==> config.mk <==
export PLATFORM = sky130hd
export DESIGN_NAME = inv_sub_bytes
export DESIGN_NICKNAME = d
export VERILOG_FILES = /design/src/rtl/inv_sub_bytes_pkg.sv /design/src/rtl/inv_sbox.sv /design/src/rtl/inv_sub_bytes.sv
export SDC_FILE = /design/constraint.sdc
export NUM_CORES = 1
export LEC_CHECK = 0
export CAP_MARGIN = 0
export CELL_PAD_IN_SITES_DETAIL_PLACEMENT = 2
export CELL_PAD_IN_SITES_GLOBAL_PLACEMENT = 2
export CORE_ASPECT_RATIO = 2
export CORE_MARGIN = 10
export CORE_UTILIZATION = 30
export DETAILED_ROUTE_END_ITERATION = 10
export PLACE_DENSITY = 0.73
export SKIP_CTS_REPAIR_TIMING = 1
export SYNTH_ARGS = -nofsm -noshare
export SYNTH_HDL_FRONTEND = slang
export SYNTH_HIERARCHICAL = 1
export SYNTH_SLANG_ARGS = --single-unit
==> constraint.sdc <==
create_clock -name clk -period 9.6 [get_ports clk]
set_input_delay 1.92 -clock clk [delete_from_list [all_inputs] [get_ports clk]]
set_output_delay 1.92 -clock clk [all_outputs]
set_load 0.005 [all_outputs]
==> src/rtl/inv_sub_bytes_pkg.sv <==
// Shared AES constants and FSM encoding for the InvSubBytes slice.
// Holds state/byte widths and the IDLE/BUSY/DONE state type.
package inv_sub_bytes_pkg;

   localparam int STATE_W = 128;
   localparam int BYTE_W  = 8;
   localparam int NBYTES  = STATE_W / BYTE_W;

   typedef enum logic [1:0] {
      IDLE = 2'd0,
      BUSY = 2'd1,
      DONE = 2'd2
   } fsm_e;

endpackage

==> src/rtl/inv_sbox.sv <==
// FIPS-197 inverse S-box, purely combinational.
// Ports: addr (byte in), dout (InvSBox(addr)).
module inv_sbox (
   input  logic [7:0] addr,
   output logic [7:0] dout
);

   // Entry x lives at bits [2047-8x -: 8]; entry 0 is the leftmost byte.
   localparam logic [2047:0] INV_TAB = {
      128'h52096ad53036a538bf40a39e81f3d7fb,
      128'h7ce339829b2fff87348e4344c4dee9cb,
      128'h547b9432a6c2233dee4c950b42fac34e,
      128'h082ea16628d924b2765ba2496d8bd125,
      128'h72f8f66486689816d4a45ccc5d65b692,
      128'h6c704850fdedb9da5e154657a78d9d84,
      128'h90d8ab008cbcd30af7e45805b8b34506,
      128'hd02c1e8fca3f0f02c1afbd0301138a6b,
      128'h3a9111414f67dcea97f2cfcef0b4e673,
      128'h96ac7422e7ad3585e2f937e81c75df6e,
      128'h47f11a711d29c5896fb7620eaa18be1b,
      128'hfc563e4bc6d279209adbc0fe78cd5af4,
      128'h1fdda8338807c731b11210592780ec5f,
      128'h60517fa919b54a0d2de57a9f93c99cef,
      128'ha0e03b4dae2af5b0c8ebbb3c83539961,
      128'h172b047eba77d626e169146355210c7d
   };

   always_comb begin
      dout = 8'h00;
      dout = INV_TAB[{~addr, 3'b000} +: 8];
   end

endmodule

==> src/rtl/inv_sub_bytes.sv <==
// Iterative AES InvSubBytes: BYTES_PER_CYCLE bytes per BUSY cycle.
// Ports: clk, reset (async low), valid_in/in_ready/state_in upstream,
// valid_out/out_ready/state_out downstream.
module inv_sub_bytes
   import inv_sub_bytes_pkg::*;
#(
   parameter int BYTES_PER_CYCLE = 4
) (
   input  logic               clk,
   input  logic               reset,
   input  logic               valid_in,
   output logic               in_ready,
   input  logic [STATE_W-1:0] state_in,
   output logic               valid_out,
   input  logic               out_ready,
   output logic [STATE_W-1:0] state_out
);

   localparam int NGRP = NBYTES / BYTES_PER_CYCLE;
   localparam int GW   = BYTES_PER_CYCLE * BYTE_W;
   localparam int CW   = (NGRP > 1) ? $clog2(NGRP) : 1;
   localparam logic [CW-1:0] LAST = CW'(NGRP - 1);

   fsm_e               r_state;
   fsm_e               w_next;
   logic [CW-1:0]      r_cnt;
   logic [STATE_W-1:0] r_work;
   logic [STATE_W-1:0] w_work_nxt;
   logic [GW-1:0]      w_grp;
   logic [GW-1:0]      w_sub;
   logic               w_last;
   logic               w_accept;

   assign w_last    = (r_cnt == LAST);
   assign w_accept  = valid_in & in_ready;
   assign state_out = r_work;

   always_ff @(posedge clk or negedge reset) begin
      if (!reset) r_state <= IDLE;
      else        r_state <= w_next;
   end

   always_comb begin
      w_next = r_state;
      unique case (r_state)
         IDLE: if (valid_in) w_next = BUSY;
         BUSY: if (w_last) w_next = DONE;
         DONE: if (out_ready) w_next = valid_in ? BUSY : IDLE;
         default: w_next = IDLE;
      endcase
   end

   always_comb begin
      in_ready  = 1'b0;
      valid_out = 1'b0;
      unique case (r_state)
         IDLE: in_ready = 1'b1;
         DONE: begin
            in_ready  = out_ready;
            valid_out = 1'b1;
         end
         default: ;
      endcase
   end

   // Group cnt is the cnt-th GW-bit slice counting down from the MSB.
   always_comb begin
      w_grp = '0;
      for (int g = 0; g < NGRP; g++)
         if (r_cnt == CW'(g))
            w_grp = r_work[STATE_W-1-g*GW -: GW];
   end

   always_comb begin
      w_work_nxt = r_work;
      for (int g = 0; g < NGRP; g++)
         if (r_cnt == CW'(g))
            w_work_nxt[STATE_W-1-g*GW -: GW] = w_sub;
   end

   for (genvar i = 0; i < BYTES_PER_CYCLE; i++) begin : g_sbox
      inv_sbox u_sbox (
         .addr (w_grp[GW-1-i*BYTE_W -: BYTE_W]),
         .dout (w_sub[GW-1-i*BYTE_W -: BYTE_W])
      );
   end

   always_ff @(posedge clk or negedge reset) begin
      if (!reset) begin
         r_cnt  <= '0;
         r_work <= '0;
      end else if (w_accept) begin
         r_cnt  <= '0;
         r_work <= state_in;
      end else if (r_state == BUSY) begin
         r_work <= w_work_nxt;
         r_cnt  <= w_last ? '0 : r_cnt + 1'b1;
      end
   end

endmodule
==> out/summary.txt, run 1 <==
Clock-pin slew on the worst setup and hold paths - 0.06 ns
Crit path max fanout - 50
Synth area leaders - dfrtp_1 (16%), mux2_4 (7.7%), a21oi_1 (6.6%), mux2_2 (6.1%), nand2_1 (4.5%)
CP endpoint kind - flop
Critical setup path kind - reg2reg
Initial Util - 0.303
Die area - 82300 µm²
Worst-Margin Slew - 1.28 ns
Post-DP HPWL - 103000 µm
Avg WL per Cell - 38.1 µm
Worst Skew - 0.0121 ns
CP required - 9.99 ns
Antenna-violating nets left - 0
Main synth FF type - dfrtp_1
RSZ-0062 raised after global routing - no
# DRC - 0
Min Tclk post-route - 6.73 ns
Max_slew headroom - 0.136
Count of final hold-check violations - 0
Max cap viols - 0
Synth Register Bits - 132
FFs w/ async S/R, synth - 1.00
Final wirelength - 143000 µm
Setup TNS - 0 ns
Final setup vio count - 0
PortBufs - 261
Post-synth top cells - a21oi_1 (281), nand2_1 (253), o21ai_0 (181)
Clock Sinks - 132
Mapped cell area - 21200 µm²
# rows - 137
Max clock buf depth - 2
Global-route wire length before repair - 203000 µm
Die Ht - 396 µm
Most common cell in the netlist - a21oi_1
Final Max Tran Viols - 0
Yosys top cell by area - dfrtp_1
DR vias/cell - 6.79
Status - finished, final reports clean
Share of layout cells above drive strength 1 - 0.140
Hold WS - 0.647 ns
Clock latency on the worst-skew pair - 0.50 ns
Synth Warn # - 6
Library cells used by synthesis - 73
Vias in the first global route - 27.0k
Pre-antenna DRT Iters - 6
Cts bufs inserted - 17
Part of the Yosys area used for sequential elements - 0.156
Max Freq - 149 MHz
Htree depth - 4
Largest net degree at the start of global routing - 83
GRT overflow - 0
HP Class - reg2reg
Horiz. Die Dim - 208 µm
Via count - 25.4k
GR Util All Layers - 0.330
CTS tree - yes
Nets - 3020
DRT iter0 DRCs - 2775
Placer Congestion - 1.05
CP Launch Type - flop
Syn_nets - 3011
Mapped Cells - 2815
Num ports - 262
Avg Inst Size Synth - 7.53 µm²
Area grow syn2layout - 14.2%
Arr. time, crit path - 7.12 ns
Initial antenna violation count - 4
Core Footprint - 69900 µm²
Top cell type's share of synthesized area - 0.156
Root Driver - clkbuf_16
Post-synth EDFFs - 0
Final Cycle Share - 0.701
flip-flops by register name, summed over array words and instances, names as in the netlist:
register,cells
r_cnt,2
state_out,128
r_state,2
layout by cell type, fill, tap and decap left out, types with 44 or more instances in the layout:
master and count:
nand3_1 96, nand2b_1 68, ha_1 60, o22ai_1 44, nand2_1 253, buf_4 60
nor3_1 76, dfrtp_1 132, mux2_4 109, clkdlybuf4s50_1 260, mux2_2 114, a311oi_1 44
inv_1 75, o211ai_1 48, a21oi_1 281, nor2_1 174, a31oi_1 64, nor2b_1 65
o21ai_0 181
metal layers:
layer  GRT usage  wire [µm]  part of all wire  vias to the layer above
li1            -          -                 -                    10600
met1       0.340      49800              0.35                    12800
met2       0.588      71800              0.50                     1436
met3      0.0542       9070             0.064                      482
met4       0.251      11900             0.084                        2
met5           0         12          0.000084                        -
critical path, cell delays in order, from the launching register on:
cell	delay [ns]
dfrtp_1	0.46
inv_1	0.16
ha_4	0.59
buf_4	0.62
a21oi_1	0.08
o21ai_0	0.11
a22o_1	0.79
inv_1	0.49
ha_1	0.44
buf_4	0.23
nor2_2	0.44
o21ai_0	0.17
o311ai_1	0.22
o21ai_1	0.11
a21oi_1	0.36
o2111ai_1	0.56
mux2_2	0.49
mux2_2	0.26
worst paths after layout:
kind                                       from                         end  slack, ns  depth (start not counted)
min                        r_cnt[0]$_DFFE_PN0P_        r_cnt[0]$_DFFE_PN0P_       0.65                          2
min in group asynchronous                 reset  state_out[124]$_DFFE_PN0P_       1.41                          1
max in group asynchronous                 reset   state_out[83]$_DFFE_PN0P_       6.72                          2
min reg2reg                r_cnt[0]$_DFFE_PN0P_        r_cnt[0]$_DFFE_PN0P_       0.65                          2
max reg2reg                r_cnt[0]$_DFFE_PN0P_   state_out[12]$_DFFE_PN0P_       2.87                         17
max                        r_cnt[0]$_DFFE_PN0P_   state_out[12]$_DFFE_PN0P_       2.87                         17
final cells by class:
| class | count | area (µm²) |
|---|---|---|
| Fill cell | 8112 | 45700 |
| Multi-Input combinational cell | 2269 | 15900 |
| Sequential cell | 132 | 3300 |
| Timing Repair Buffer | 321 | 3060 |
| Tap cell | 903 | 1130 |
| Clock buffer | 21 | 460 |
| Inverter | 83 | 312 |
| Clock inverter | 11 | 78.8 |
| Antenna cell | 1 | 2.50 |
stage by stage:
stage	instance area (µm²)	worst slack, ns	std cells	util
finish	24200	2.87	3741	0.346
CTS	24200	3.11	3740	0.346
global route	24200	2.62	3741	0.346
global placement	23700	3.33	3708	0.338
floorplan	21200	4.99	2815	-
detailed placement	23700	3.13	3708	0.338
cell families (layout without fill, tap and decap cells):
family,Yosys count,count (layout),share of synthesized area
fa+ha+maj,64,64,0.0378
simple gates,881,881,0.206
mux,269,269,0.165
flops,132,132,0.156
xor+xnor,8,8,0.00331
compound gates,1047,1047,0.332
other cells,0,1,0
buf+inv,414,436,0.100
Power of run 1 is not shown: default switching activity piles up to over one toggle a cycle in this logic, so the estimate is an artifact.
==> run 2, diff against run 1 <==
--- a/config.mk
+++ b/config.mk
@@ -12,7 +12,7 @@
 export CORE_MARGIN = 10
 export CORE_UTILIZATION = 30
 export DETAILED_ROUTE_END_ITERATION = 10
-export PLACE_DENSITY = 0.73
+export PLACE_DENSITY = 0.76
 export SKIP_CTS_REPAIR_TIMING = 1
 export SYNTH_ARGS = -nofsm -noshare
 export SYNTH_HDL_FRONTEND = slang
==> constraint.sdc (replaced) <==
create_clock -name clk -period 6 [get_ports clk]
set_input_delay 1.2 -clock clk [delete_from_list [all_inputs] [get_ports clk]]
set_output_delay 1.2 -clock clk [all_outputs]
set_load 0.005 [all_outputs]
==> out/summary.txt, run 2 (synthesis results as in run 1) <==
Critical setup path kind - reg2reg
Area of the multi-input gates - 15900 µm²
Htree depth - 4
Worst Skew - 0.0156 ns
GR Util All Layers - 0.350
Largest net degree at the start of global routing - 87
Most frequent cells in the layout - a21oi_1 (281), clkdlybuf4s50_1 (260), nand2_1 (253), buf_4 (204), o21ai_0 (181)
Clock latency on the worst-skew pair - 0.51 ns
Final setup vio count - 0
Die area - 82300 µm²
Antenna-violating nets left - 0
Met3 wire length - 9890 µm
Routed met1 length - 52600 µm
Core Footprint - 69900 µm²
# rows - 137
CP Launch Type - flop
Arr. time, crit path - 5.96 ns
Via count - 26.6k
GRT overflow - 0
Num ports - 262
Final wirelength - 150000 µm
HP Class - in2async
Global-route wire length before repair - 215000 µm
Largest register FFs - 128
Vias in the first global route - 28.3k
Root Driver - clkbuf_16
Share of layout cells above drive strength 1 - 0.185
# DRC - 0
Horiz. Die Dim - 208 µm
Area grow syn2layout - 20.6%
Final Max Tran Viols - 0
CTS tree - yes
Placer Congestion - 1.09
DR WL met2 - 74500 µm
Cts bufs inserted - 17
Reg area - 3300 µm²
Die Ht - 396 µm
DRT iter0 DRCs - 2864
Max Freq - 179 MHz
DR vias/cell - 6.83
Max clock buf depth - 2
Status - finished, final reports clean
CP endpoint kind - flop
Initial Util - 0.303
Initial antenna violation count - 8
Commonest non-fill, non-tap cell in the layout - a21oi_1
PortBufs - 261
Pre-antenna DRT Iters - 7
Worst-Margin Slew - 1.19 ns
RSZ-0062 raised after global routing - no
Clock Sinks - 132
Crit path max fanout - 33
Max cap viols - 0
Count of final hold-check violations - 0
Nets - 3176
Post-DP HPWL - 112000 µm
Max layer used - met5
Fill count - 8098
Final Cycle Share - 0.929
Final core occ - 0.365
Min Tclk post-route - 5.58 ns
Max_slew headroom - 0.202
Avg WL per Cell - 38.6 µm
CP required - 6.39 ns
Setup TNS - 0 ns
Clock-pin slew on the worst setup and hold paths - 0.07 ns
==> run 2: cell count changes in the layout (fill, tap and decap cells not counted), moves of 2 or more <==
cell,before,now
a2111oi_0,32,30
diode_2,1,5
a2111oi_1,0,2
buf_4,60,204
buf_12,0,11
==> run 2: area by class of cell <==
cell class,instances,area share
clock inverters,12,0.00411
flip-flops and latches,132,0.129
multi-input cells,2269,0.621
repair buffers,477,0.171
inverters,83,0.0122
diodes,5,0.000490
clock buffers,20,0.0179
well taps,903,0.0442
==> run 2: final timing paths <==
kind                                           start                    endpoint  slack, ns  cells past startpoint
worst min register to register  r_cnt[0]$_DFFE_PN0P_        r_cnt[0]$_DFFE_PN0P_       0.66                      2
worst min-delay path                           reset   state_out[36]$_DFFE_PN0P_       0.65                      1
worst max-delay path            r_cnt[1]$_DFFE_PN0P_  state_out[103]$_DFFE_PN0P_       0.42                     16
worst max register to register  r_cnt[1]$_DFFE_PN0P_  state_out[103]$_DFFE_PN0P_       0.42                     16
max in group asynchronous                      reset   state_out[88]$_DFFE_PN0P_       4.20                      2
min in group clk                r_cnt[0]$_DFFE_PN0P_        r_cnt[0]$_DFFE_PN0P_       0.66                      2
==> run 2: metal layers <==
layer  track usage  vias up
li1              -    10900
met1         0.365    13500
met2         0.610     1602
met3        0.0606      572
met4         0.283        6
met5             0        -
==> run 2: stage by stage <==
step / setup slack [ns] / hold slack (ns) / cells / cell area, µm²
2_1_floorplan: 1.39 / 0.542 / 2815 / 21200
3_3_place_gp: 0.392 / 0.615 / 3863 / 25000
3_5_place_dp: 0.191 / 0.650 / 3863 / 25000
4_1_cts: 0.172 / 0.651 / 3895 / 25500
5_1_grt: 0.323 / 0.680 / 3899 / 25600
6_report: 0.424 / 0.650 / 3901 / 25600
==> run 2: critical path, cell delays in order, from the launching register on <==
cell	delay (ns)
dfrtp_1	0.46
inv_1	0.12
ha_2	0.40
buf_12	0.26
a21oi_1	0.10
o21ai_0	0.10
a22o_1	0.48
inv_1	0.23
ha_1	0.55
mux2_1	0.45
a2111oi_0	0.75
a311oi_1	0.11
nor3_1	0.46
or4_4	0.25
o211ai_2	0.14
mux2_2	0.31
mux2_4	0.25
Power of run 2 is left out for the same reason.
